--- src/rtl/stage_chain_pkg.sv ---
// stage_chain_pkg
// Shared types and arithmetic helper for the stage_chain_counter block.
//   mode_e   : output presentation mode (registered chain vs. combinational view).
//   step_add : bounded add used by every stage: wrap modulo 2^width or clamp
//              at 2^width-1, with a carry-preserving intermediate.
package stage_chain_pkg;

    typedef enum logic {
        MODE_PIPE = 1'b0,
        MODE_COMB = 1'b1
    } mode_e;

    // Widths up to 31 bits are supported; the 33-bit intermediate never loses the carry.
    function automatic logic [31:0] step_add(
        input logic [31:0] value,
        input logic [31:0] step,
        input int unsigned width,
        input logic        sat
    );
        logic [32:0] sum;
        logic [32:0] max;
        sum = {1'b0, value} + {1'b0, step};
        max = (33'd1 << width) - 33'd1;
        if (sum > max) begin
            return sat ? max[31:0] : (sum[31:0] & max[31:0]);
        end
        return sum[31:0];
    endfunction

endpackage

--- src/rtl/stage_chain_cell.sv ---
// stage_chain_cell
// One registered stage of the chain plus its valid bit.
// Ports:
//   clk_i, reset_ni : clock, asynchronous active-low reset
//   adv_i           : capture d_i / v_in_i this edge
//   clr_valid_i     : force the captured valid bit to 0 (load restarts the valid wave)
//   d_i             : next stage value (already stepped by the caller)
//   v_in_i          : valid bit of the previous stage
//   q_o, v_o        : registered stage value and valid
module stage_chain_cell #(
    parameter int unsigned WIDTH = 4
) (
    input  logic             clk_i,
    input  logic             reset_ni,
    input  logic             adv_i,
    input  logic             clr_valid_i,
    input  logic [WIDTH-1:0] d_i,
    input  logic             v_in_i,
    output logic [WIDTH-1:0] q_o,
    output logic             v_o
);

    logic [WIDTH-1:0] r_q;
    logic             r_v;

    always_ff @(posedge clk_i or negedge reset_ni) begin
        if (!reset_ni) begin
            r_q <= '0;
            r_v <= 1'b0;
        end else if (adv_i) begin
            r_q <= d_i;
            r_v <= clr_valid_i ? 1'b0 : v_in_i;
        end
    end

    assign q_o = r_q;
    assign v_o = r_v;

endmodule

--- src/rtl/stage_chain_counter.sv ---
// stage_chain_counter
// Chain of STAGES counter stages: stage 0 is a loadable counter, stage k registers
// stage k-1 plus STEP. Wrap or saturate arithmetic, per-stage valid, overflow pulse.
// Ports:
//   clk_i, reset_ni : clock, asynchronous active-low reset
//   en_i            : advance the chain
//   load_i          : load stage 0 from load_val_i (also advances; wins over en_i)
//   load_val_i      : value for stage 0
//   mode_i          : MODE_PIPE shows registers, MODE_COMB shows s0 + k*STEP directly
//   stage_o         : stage values
//   valid_o         : per-stage valid
//   overflow_o      : registered one-cycle pulse on stage-0 carry-out
module stage_chain_counter
    import stage_chain_pkg::*;
#(
    parameter int unsigned WIDTH    = 4,
    parameter int unsigned STAGES   = 3,
    parameter int unsigned STEP     = 1,
    parameter bit          SATURATE = 1'b0
) (
    input  logic                           clk_i,
    input  logic                           reset_ni,
    input  logic                           en_i,
    input  logic                           load_i,
    input  logic [WIDTH-1:0]               load_val_i,
    input  mode_e                          mode_i,
    output logic [STAGES-1:0][WIDTH-1:0]   stage_o,
    output logic [STAGES-1:0]              valid_o,
    output logic                           overflow_o
);

    logic             w_adv;
    logic [WIDTH-1:0] r_s0;
    logic             r_v0;
    logic             r_ovf;
    logic [WIDTH:0]   w_sum0;
    logic [WIDTH-1:0] w_s0_next;

    logic [WIDTH-1:0] w_s    [STAGES];
    logic             w_v    [STAGES];
    logic [WIDTH-1:0] w_comb [STAGES];

    assign w_adv     = en_i | load_i;
    assign w_sum0    = {1'b0, r_s0} + (WIDTH+1)'(STEP);
    assign w_s0_next = WIDTH'(step_add(32'(r_s0), 32'(STEP), WIDTH, SATURATE));

    always_ff @(posedge clk_i or negedge reset_ni) begin
        if (!reset_ni) begin
            r_s0  <= '0;
            r_v0  <= 1'b0;
            r_ovf <= 1'b0;
        end else if (w_adv) begin
            r_s0  <= load_i ? load_val_i : w_s0_next;
            r_v0  <= 1'b1;
            // Carry-out also fires while saturated at max, so ovf stays high there.
            r_ovf <= ~load_i & w_sum0[WIDTH];
        end else begin
            r_ovf <= 1'b0;
        end
    end

    assign w_s[0] = r_s0;
    assign w_v[0] = r_v0;

    for (genvar k = 1; k < STAGES; k++) begin : g_cell
        logic [WIDTH-1:0] w_d;
        assign w_d = WIDTH'(step_add(32'(w_s[k-1]), 32'(STEP), WIDTH, SATURATE));

        stage_chain_cell #(
            .WIDTH(WIDTH)
        ) u_cell (
            .clk_i      (clk_i),
            .reset_ni   (reset_ni),
            .adv_i      (w_adv),
            .clr_valid_i(load_i),
            .d_i        (w_d),
            .v_in_i     (w_v[k-1]),
            .q_o        (w_s[k]),
            .v_o        (w_v[k])
        );
    end

    // Combinational view: every stage derived from s0 alone, no dependence on en/load.
    for (genvar k = 0; k < STAGES; k++) begin : g_comb
        assign w_comb[k] = WIDTH'(step_add(32'(r_s0), 32'(k * STEP), WIDTH, SATURATE));
    end

    always_comb begin
        stage_o = '0;
        valid_o = '0;
        for (int k = 0; k < STAGES; k++) begin
            if (mode_i == MODE_COMB) begin
                stage_o[k] = w_comb[k];
                valid_o[k] = r_v0;
            end else begin
                stage_o[k] = w_s[k];
                valid_o[k] = w_v[k];
            end
        end
    end

    assign overflow_o = r_ovf;

endmodule
--- config.mk ---
export PLATFORM = sky130hd
export DESIGN_NAME = stage_chain_counter
export DESIGN_NICKNAME = d
export VERILOG_FILES = /design/src/rtl/stage_chain_pkg.sv /design/src/rtl/stage_chain_cell.sv /design/src/rtl/stage_chain_counter.sv
export SDC_FILE = /design/constraint.sdc
export NUM_CORES = 1
export LEC_CHECK = 0
export BUFFER_PORTS_ARGS = -buffer_cell sky130_fd_sc_hd__buf_2
export CORE_AREA = 8 8 50 52
export CTS_BUF_LIST = sky130_fd_sc_hd__clkbuf_2
export CTS_CLUSTER_DIAMETER = 60
export DETAILED_ROUTE_END_ITERATION = 10
export DIE_AREA = 0 0 58 60
export HOLD_SLACK_MARGIN = 0.02
export PLACE_DENSITY_LB_ADDON = 0.25
export SYNTH_ARGS = -nofsm -noshare
export SYNTH_HDL_FRONTEND = slang
export SYNTH_HIERARCHICAL = 1
export SYNTH_SLANG_ARGS = --single-unit
export TNS_END_PERCENT = 10
--- constraint.sdc ---
create_clock -name clk_i -period 1.7 [get_ports clk_i]
set_input_delay 0.255 -clock clk_i [delete_from_list [all_inputs] [get_ports clk_i]]
set_output_delay 0.255 -clock clk_i [all_outputs]
set_load 0.03 [all_outputs]
* Word level (Yosys, flattened, before mapping)
Cells that the tools add are included.
** Word-level totals
- Input port bits :: 9
- Bits in registers :: 16
- Logic and storage cells :: 39
- Output and inout port bits :: 16
** Operators by class
- $lt $le $gt $ge :: 4
- Add/subtract/negate cells :: 4
- Muxes and demuxes :: 21
- Bitwise logic cells :: 3
** Operators with widths (number)
- $mux W4 :: 12
- $add A4 B1 Y5 const B :: 3
- $gt A5 B4 Y1 const B :: 3
- $mux W1 :: 9
- $add A4 B2 Y5 const B :: 1
- $gt A4 B4 Y1 const B :: 1
- $and A1 B1 Y1 :: 1
- $not A1 Y1 :: 1
- $or A1 B1 Y1 :: 1

* Longest topological paths before layout
- Depth in word-level cells :: 5
- Mapped depth :: 4
- Depth with buffers taken out :: 4

* Hierarchy
The synthesis kept the hierarchy.
** By module, submodules not included
- stage_chain_counter :: instances 1, sequential area each 150.1 µm², cells an instance 58, area each 514.2 µm²
- stage_chain_cell :: instances 2, sequential area each 125.1 µm², cells an instance 12, area each 186.4 µm²

* Least setup slack after synthesis
OpenSTA, ideal clock, no wires.
- Kind :: register to output
- Start :: register r_s0[2]
- End :: output port stage_o[11] (netlist name)
- Buffers on the path :: 0
- Required time :: 1.445 ns
- Stages on the path, launching flop included :: 4
- Arrival time :: 1.286 ns
- Setup slack :: 0.159 ns
- Cells stage by stage :: dfrtp_1 -> ha_1 -> xnor2_1 -> a21oi_1
** RTL lines
- start, declared :: line stage_chain_counter.sv:33 : logic [WIDTH-1:0] r_s0;
- start signal, assigned :: line stage_chain_counter.sv:53 : r_s0 <= load_i ? load_val_i : w_s0_next;
- end, declared :: line stage_chain_counter.sv:27 : output logic [STAGES-1:0][WIDTH-1:0] stage_o,

==> reports/qor.yml <==
area_growth_pct: 23.3
status: "finished with violations"
cts.sinks: 16
critical_path_required_ns: 1.44
core_sq_um: 1800
syn_area_sq_um: 887
ys_types: 20
cap_violations: 0
dieArea_sq_um: 3480
start_util_pct: 49.2
violations: "setup timing"
slew_viol_final: 0
met1_length_microns: 738
finalCriticalPeriod_ns: 1.75
leakage_uw: 0.000525
fin_ws_ns: -0.0467
cts_tree: "done"
grt_pass1_vias: 666
grt_pass1_wl_microns: 2930
antenna_found_initial: 0
fp-row-count: 16
hold_path_class: "in2reg"
clkLatencyLatePin_ns: 0.27
overflow: 0
rsz0062_at_grt: "yes"
cts_buffers: 3
setup_viol: 2
drt-initial-drc-count: 9
ioPinCount: 25
path_class: "reg2out"
worstPathMaxFanout: 4
cts-root-buf: "clkbuf_2"
dr.pass1.iters: 4
yosys_warnings: 6
highest_layer: "met4"
syn_avg_cell_area_sq_um: 10.8
hold_viol_final: 0
endpoint_kind: "output port"
vias: 641
peakVddDrop_mv: 0.728
skew_ns: 0.00958
clk_pin_slew_worst_paths_ns: 0.14
finalCritPeriodShare_pct: 103
cts_buffer_depth: 2
grt_max_degree: 17
dieHeight_microns: 60
postLayoutCoreUtil_pct: 60.7
met3_length_microns: 102
cp.arrival_ns: 1.49
wl_met2_microns: 902
synth_cells: 82
wl_per_cell_microns: 14.2
syn_nets: 94
place.gp.congestion: 0.748
drive_gt1_share_pct: 46.2
worst_slew_pin_slew_ns: 0.368
track_usage_pct: 10.9
pwr_density_cell_nw_per_um2: 1110
timing.slew.headroom_pct: 75.5
numPortBuffers: 24
ys_ff_latch: 16
drt.antenna.violating_nets: 0
seq_area_frac_synth_pct: 45.1
drc: 0
nets: 120
wl_microns: 1760
via_per_inst: 5.17
fmax_mhz: 573
dp_slack_ns: 0.151
diodes: 0
startpoint_type: "flip-flop"
hpwlAfterDp_microns: 1340
chipWidth_microns: 58
htreeDepth: 1
[cell families (layout without fill, tap and decap cells)]
logic type      Yosys count  count (layout)  share of synthesized area, %
mux                      16              16                          20.3
simple gates             16              16                          8.89
xor+xnor                  8               8                          7.90
fa+ha+maj                 3               3                          4.23
flops                    16              16                          45.1
buf+inv                  14              38                          8.46
compound gates            9               9                          5.08
[routing by layer]
layer | track usage, % | vias up
met5 | 0 | -
li1 | - | 316
met4 | 5.24 | 0
met1 | 12.0 | 311
met2 | 18.8 | 12
met3 | 3.01 | 2
[critical path, stage by stage (launching register included)]
cell	delay (ns)
dfrtp_2	0.46
ha_4	0.17
nand2_2	0.05
xnor2_1	0.13
mux2_4	0.27
buf_6	0.14
[through the flow]
step | std cells | TNS [ns] | instance area, sq um | hold WS (ns) | total power (uW)
after floorplan | 82 | 0 | 887 | -0.0406 | 876
after global placement | 119 | 0 | 996 | 0.189 | 989
after detailed placement | 119 | 0 | 996 | 0.192 | 997
after CTS | 124 | -0.203 | 1060 | 0.169 | 1200
after global routing | 124 | -0.217 | 1090 | 0.170 | 1300
final | 124 | -0.0887 | 1090 | 0.181 | 1220
[state kept, by name (all words and copies together) (netlist names)]
signal,cells
overflow_o,1
r_s0,4
r_v0,1
g_cell.u_cell/v_o,2
g_cell.u_cell/q_o,8
[cell usage after synthesis (all sizes together)]
| library cell | n | share of area [%] |
|---|---|---|
| dfrtp | 16 | 45 |
| mux2 | 13 | 17 |
| nand2 | 8 | 3.7 |
| o21ai | 8 | 4.5 |
| inv | 7 | 3.0 |
| buf | 6 | 5.1 |
| xnor2 | 4 | 3.9 |
| xor2 | 4 | 3.9 |
| ha | 3 | 4.2 |
| mux2i | 3 | 3.4 |
| nand3 | 2 | 1.1 |
| nand3b | 2 | 1.7 |
| a21oi | 1 | 0.56 |
| clkbuf | 1 | 0.42 |
| nor2 | 1 | 0.42 |
| nor3 | 1 | 0.56 |
| or2 | 1 | 0.71 |
| or3 | 1 | 0.71 |
[area by class of cell]
type                    instances  area, sq um
inverters                       7         26.3
clock buffers                   3         15.0
multi-input cells              52          448
flip-flops and latches         16          402
repair buffers                 28          180
fillers                       168          708
well taps                      18         22.5
[path summary, 6_finish.rpt]
check                                               startpoint                                  end  slack [ns]  cells after the start
setup / recovery                           r_s0[1]$_DFFE_PN0P_                           stage_o[7]       -0.05                      5
hold / removal                                   load_val_i[0]                  r_s0[0]$_DFFE_PN0P_        0.18                      3
setup reg to reg                           r_s0[1]$_DFFE_PN0P_  g_cell[1].u_cell/q_o[3]$_DFFE_PN0P_        0.51                      4
hold reg to reg            g_cell[2].u_cell/q_o[2]$_DFFE_PN0P_  g_cell[2].u_cell/q_o[2]$_DFFE_PN0P_        0.52                      1
max in group asynchronous                             reset_ni                  r_s0[1]$_DFFE_PN0P_        1.01                      2
min in group asynchronous                             reset_ni                     r_v0$_DFFE_PN0P_        0.41                      2
[placed cells by master, fill, tap and decap left out]
master / netlist / routed
dlygate4sd3_1: 0 / 1
a21oi_1: 1 / 1
xor2_1: 4 / 3
mux2_2: 12 / 11
buf_4: 6 / 4
or3_1: 1 / 1
xnor2_1: 4 / 4
o21ai_0: 8 / 8
clkbuf_2: 0 / 3
buf_6: 0 / 4
or2_2: 1 / 1
nor3_1: 1 / 1
xor2_2: 0 / 1
mux2_4: 1 / 2
inv_1: 7 / 7
nand2_2: 1 / 1
ha_1: 3 / 1
dfrtp_1: 16 / 15
ha_4: 0 / 2
mux2i_1: 3 / 3
buf_2: 0 / 19
nand3b_1: 2 / 2
nand3_1: 2 / 2
nor2_1: 1 / 1
nand2_1: 7 / 7
dfrtp_2: 0 / 1
[what timing repair did]
item / in CTS / in global routing
pin swaps: 2 / 2
hold endpoints to repair: 16 / 0
resized for setup: 9 / 9
buffers inserted: 1 / 0
setup endpoints to repair: 5 / 5
hold buffers: 1 / 0
[power by group]
group	switching (uW)	internal (uW)
Sequential	63.2	457
Combinational	289	256
Clock	106	48.2
(Power assumes the default switching activity.)
